`src/rtl/blockram_arbiter.sv`:
```
// Two-requester arbiter in front of one port of a no-change, byte-write block RAM.
// Define BLOCKRAM_ARBITER_ROUND_ROBIN_EN for round-robin; otherwise requester 0 has fixed priority.
module blockram_arbiter #(
   parameter int DATA_WIDTH = 32,
   parameter int ADDR_WIDTH = 10
) (
   input  logic                    clk,
   input  logic                    rst_n,
   input  logic                    req0_valid,
   output logic                    req0_ready,
   input  logic [ADDR_WIDTH-1:0]   req0_addr,
   input  logic [DATA_WIDTH/8-1:0] req0_we,
   input  logic [DATA_WIDTH-1:0]   req0_wdata,
   output logic                    rsp0_valid,
   input  logic                    rsp0_ready,
   input  logic                    req1_valid,
   output logic                    req1_ready,
   input  logic [ADDR_WIDTH-1:0]   req1_addr,
   input  logic [DATA_WIDTH/8-1:0] req1_we,
   input  logic [DATA_WIDTH-1:0]   req1_wdata,
   output logic                    rsp1_valid,
   input  logic                    rsp1_ready,
   output logic [DATA_WIDTH-1:0]   rsp_rdata,
   output logic                    ram_en,
   output logic [DATA_WIDTH/8-1:0] ram_we,
   output logic [ADDR_WIDTH-1:0]   ram_addr,
   output logic [DATA_WIDTH-1:0]   ram_di,
   input  logic [DATA_WIDTH-1:0]   ram_do
);

   logic pend, owner;
   logic consumed, can_acc, pick0;
   logic acc0, acc1, rd_acc;

   // A new access may only fire when the RAM output latch is free or being drained this cycle.
   assign consumed = pend & (owner ? rsp1_ready : rsp0_ready);
   assign can_acc  = rst_n & (~pend | consumed);

`ifdef BLOCKRAM_ARBITER_ROUND_ROBIN_EN
   logic prio;
   assign pick0 = ~prio;
`else
   assign pick0 = 1'b1;
`endif

   // Ready looks only at the other requester's valid, never at its own.
   assign req0_ready = can_acc & (~req1_valid | pick0);
   assign req1_ready = can_acc & (~req0_valid | ~pick0);

   assign acc0   = req0_valid & req0_ready;
   assign acc1   = req1_valid & req1_ready;
   assign rd_acc = (acc0 & ~|req0_we) | (acc1 & ~|req1_we);

   assign ram_en = acc0 | acc1;

   always_comb begin
      ram_addr = req0_addr;
      ram_di   = req0_wdata;
      ram_we   = '0;
      if (acc1) begin
         ram_addr = req1_addr;
         ram_di   = req1_wdata;
         ram_we   = req1_we;
      end else if (acc0) begin
         ram_we   = req0_we;
      end
   end

   always_ff @(posedge clk or negedge rst_n) begin
      if (!rst_n) begin
         pend  <= 1'b0;
         owner <= 1'b0;
      end else if (rd_acc) begin
         pend  <= 1'b1;
         owner <= acc1;
      end else if (consumed) begin
         pend  <= 1'b0;
      end
   end

`ifdef BLOCKRAM_ARBITER_ROUND_ROBIN_EN
   always_ff @(posedge clk or negedge rst_n) begin
      if (!rst_n)    prio <= 1'b0;
      else if (acc0) prio <= 1'b1;
      else if (acc1) prio <= 1'b0;
   end
`endif

   assign rsp0_valid = pend & ~owner;
   assign rsp1_valid = pend & owner;
   assign rsp_rdata  = ram_do;

endmodule

```
`config.mk`:
```
export PLATFORM = sky130hd
export DESIGN_NAME = blockram_arbiter
export DESIGN_NICKNAME = d
export VERILOG_FILES = /design/src/rtl/blockram_arbiter.sv
export SDC_FILE = /design/constraint.sdc
export NUM_CORES = 1
export LEC_CHECK = 0
export ABC_AREA = 1
export BUFFER_PORTS_ARGS = -buffer_cell sky130_fd_sc_hd__clkbuf_2
export CORE_AREA = 4 4 80 82
export DETAILED_ROUTE_END_ITERATION = 10
export DIE_AREA = 0 0 84 86
export PLACE_DENSITY = 0.62
export SLEW_MARGIN = 20
export SYNTH_ARGS = -nofsm -noshare
export SYNTH_HDL_FRONTEND = slang
export SYNTH_SLANG_ARGS = --single-unit
```
`constraint.sdc`:
```
create_clock -name clk -period 1.2 [get_ports clk]
set_input_delay 0 -clock clk [delete_from_list [all_inputs] [get_ports clk]]
set_output_delay 0 -clock clk [all_outputs]
set_load 0.02 [all_outputs]
```
==> out/metrics.cfg <==
[outcome]
status=finished with violations
violations=setup timing

[place]
hpwl_um=3914
place_congestion=0.8020
io_buffers=148
dpl_cell_area_um2=1738

[setup_path]
crit_chain=inv_1 -> nand2_2 -> nand3_4 -> nand2_4 -> nor2_8 -> buf_12 -> nand3_1 -> nand2_2 -> clkbuf_8
cpPeakStageDelay_ns=0.38
required_ns=1.20
reg2regPathDepth=8
crit_top_cell=nand2_2
start_kind=register
worst-setup-path-type=reg -> out
worstPathMaxFanout=20
critPathCaptureType=output pin
critical_path_arrival_ns=1.50
crit_path_top_delay_cell=dfrtp_1

[finish]
final_design_area_no_fill_um2=2211
seq_area_um2=50.05
fill_cells=607
multi_input_area_um2=701.9
area_growth_pct=95.25
utilization_pct=38.48
nets=457
drive_gt1_share_pct=52.92
n_antenna_cell=0

[yosys]
synth.distinct_cells=18
postSynthAreaPerCell_um2=5.418
synth-seq-cells=2
synth_nets=339
ys_warn_count=0
ys_seq_area_share_pct=4.420
netlist_area_um2=1132
synthCells=209

[pwr]
power_density_nw_per_um2=575.4
p_leak_nw=1.349
ir_worst_vdd_mv=0.3266
report.power.total_w=0.001272

[floorplanning]
core_area_um2=5746
die_w_um=84
die_area_um2=7224
start_util_pct=19.71
die_y_um=86
ioPinCount=213
rows=28

[clock_tree]
h-tree-depth=1
tritoncts=yes
worstSkewPairLatency_ns=0.21
cts_buffers=3
cts_sinks=2
cts_max_path_buffers=2
clockRootBuffer=clkbuf_8
clk_pin_slew_ns=0.03

[timing]
fin_crit_ns=1.498
hold_viol=0
rsz0062_at_grt=true
tightest_slew_ns=0.3084
fin_worst_skew_ns=0.001827
layout_setup_ws_ns=-0.2981
setup_viol=50
fmax_mhz=667.5
timing.slew.headroom_pct=79.44
slew_viol_final=0
finalCritPeriodShare_pct=124.8

[global_route]
grt.overflow.total=0
grt_pass1_wl_um=7714
antenna_found_initial=2
grt_pass1_vias=1746
grt_max_degree=31
grt_use_total_pct=12.88

[detailed_routing]
ant_nets=0
wl_um=4953
first_pass_iters=4
drt_iter0_drc=33
drc=0
routed_via_density=4.358
wl_per_cell_um=12.38
num_vias=1743

[hold_path]
hold_path_class=in -> out
hold_path_depth=0

[job]
drv_cap=0

## worst max-delay path: cells and delay by family (launching register included)
kind	cells	cell delay [ns]
buf+inv	3	0.38
flops	1	0.38
simple gates	6	0.52
## flip-flops by register name, summed over array words and instances, names as in the netlist
register  cells
owner         1
pend          1
## stage by stage
step	std cells	setup WS (ns)	hold slack (ns)	setup TNS [ns]
final	400	-0.2981	0.000005616	-12.94
after global routing	400	-0.3971	0.00003241	-17.97
after global placement	395	-0.09820	-0.1609	-2.576
after floorplan	209	-0.02671	-0.2956	-0.1068
after CTS	400	-0.3206	0.0001367	-13.76
after detailed placement	395	-0.1248	-0.1593	-3.604
## path summary, 6_finish.rpt
check	start	endpoint	slack, ns
max reg2reg	owner$_DFFE_PN0P_	owner$_DFFE_PN0P_	-0.02
min	ram_do[31]	rsp_rdata[31]	0.000006
max	owner$_DFFE_PN0P_	ram_di[9]	-0.30
min in group asynchronous	rst_n	owner$_DFFE_PN0P_	0.23
min reg2reg	owner$_DFFE_PN0P_	owner$_DFFE_PN0P_	0.65
max in group asynchronous	rst_n	pend$_DFFE_PN0P_	0.84
## logic make-up (layout without fill, tap and decap cells)
kind of cell	after synthesis	count (layout)	share of synthesized area, %
AO/OA/AOI/OAI	4	4	2.210
buffers and inverters	59	175	34.92
flip-flops	2	2	4.420
AND/OR/NAND/NOR	144	144	58.45
## synthesized netlist by cell type
| library cell | count | area [um2] |
|---|---|---|
| nor2_8 | 1 | 20.02 |
| buf_4 | 33 | 247.7 |
| clkbuf_1 | 1 | 3.750 |
| nand2_4 | 1 | 11.26 |
| nand4_4 | 1 | 21.27 |
| buf_2 | 4 | 20.02 |
| nand3_1 | 43 | 215.2 |
| nand2_1 | 87 | 326.6 |
| nand2_2 | 2 | 12.51 |
| nor2_1 | 5 | 18.77 |
| buf_6 | 6 | 67.56 |
| dfrtp_1 | 2 | 50.05 |
| nand3_4 | 1 | 17.52 |
| nor2_2 | 1 | 6.260 |
| nand4_1 | 2 | 12.51 |
| o22ai_1 | 4 | 25.02 |
| buf_1 | 2 | 7.510 |
| inv_1 | 13 | 48.80 |
## cell type report
| type | count | share of cell area [%] |
|---|---|---|
| Clock buffer | 3 | 1.868 |
| Sequential cell | 2 | 2.264 |
| Multi-Input combinational cell | 148 | 31.75 |
| Tap cell | 75 | 4.244 |
| Timing Repair Buffer | 159 | 57.67 |
| Inverter | 13 | 2.207 |
## placed cells by master (no fill, tap or decap), types with 2 or more instances in the layout
cell type	instances
nand2_1	85
nand2_2	4
inv_1	12
clkbuf_8	46
clkbuf_2	99
buf_12	4
dfrtp_1	2
nand4_1	2
buf_4	6
clkbuf_4	5
nand3_1	42
nor2_1	5
o22ai_1	4
## where the power goes
| group | leakage (nW) | total, W | switching (W) | internal (W) |
|---|---|---|---|---|
| Sequential | 0.0268 | 0.0000820 | 0.00000632 | 0.0000757 |
| Combinational | 1.30 | 0.000925 | 0.000445 | 0.000480 |
| Clock | 0.0216 | 0.000265 | 0.0000532 | 0.000212 |
## layer usage
| layer | GRT usage (%) | up-vias | part of all wire [%] |
|---|---|---|---|
| met3 | 4.899 | 26 | 12 |
| met1 | 11.96 | 748 | 32 |
| met4 | 6.287 | 4 | 3.9 |
| met2 | 24.66 | 106 | 51 |
| li1 | - | 859 | - |
| met5 | 0 | - | 0.55 |
## repair_timing
item,in CTS,in global routing
buffers inserted,1,0
gates resized for setup,97,2
hold buffers,1,0
hold endpoints to repair,2,0
endpoints found under the setup margin,51,51
Power figures use the tool's default switching activity.
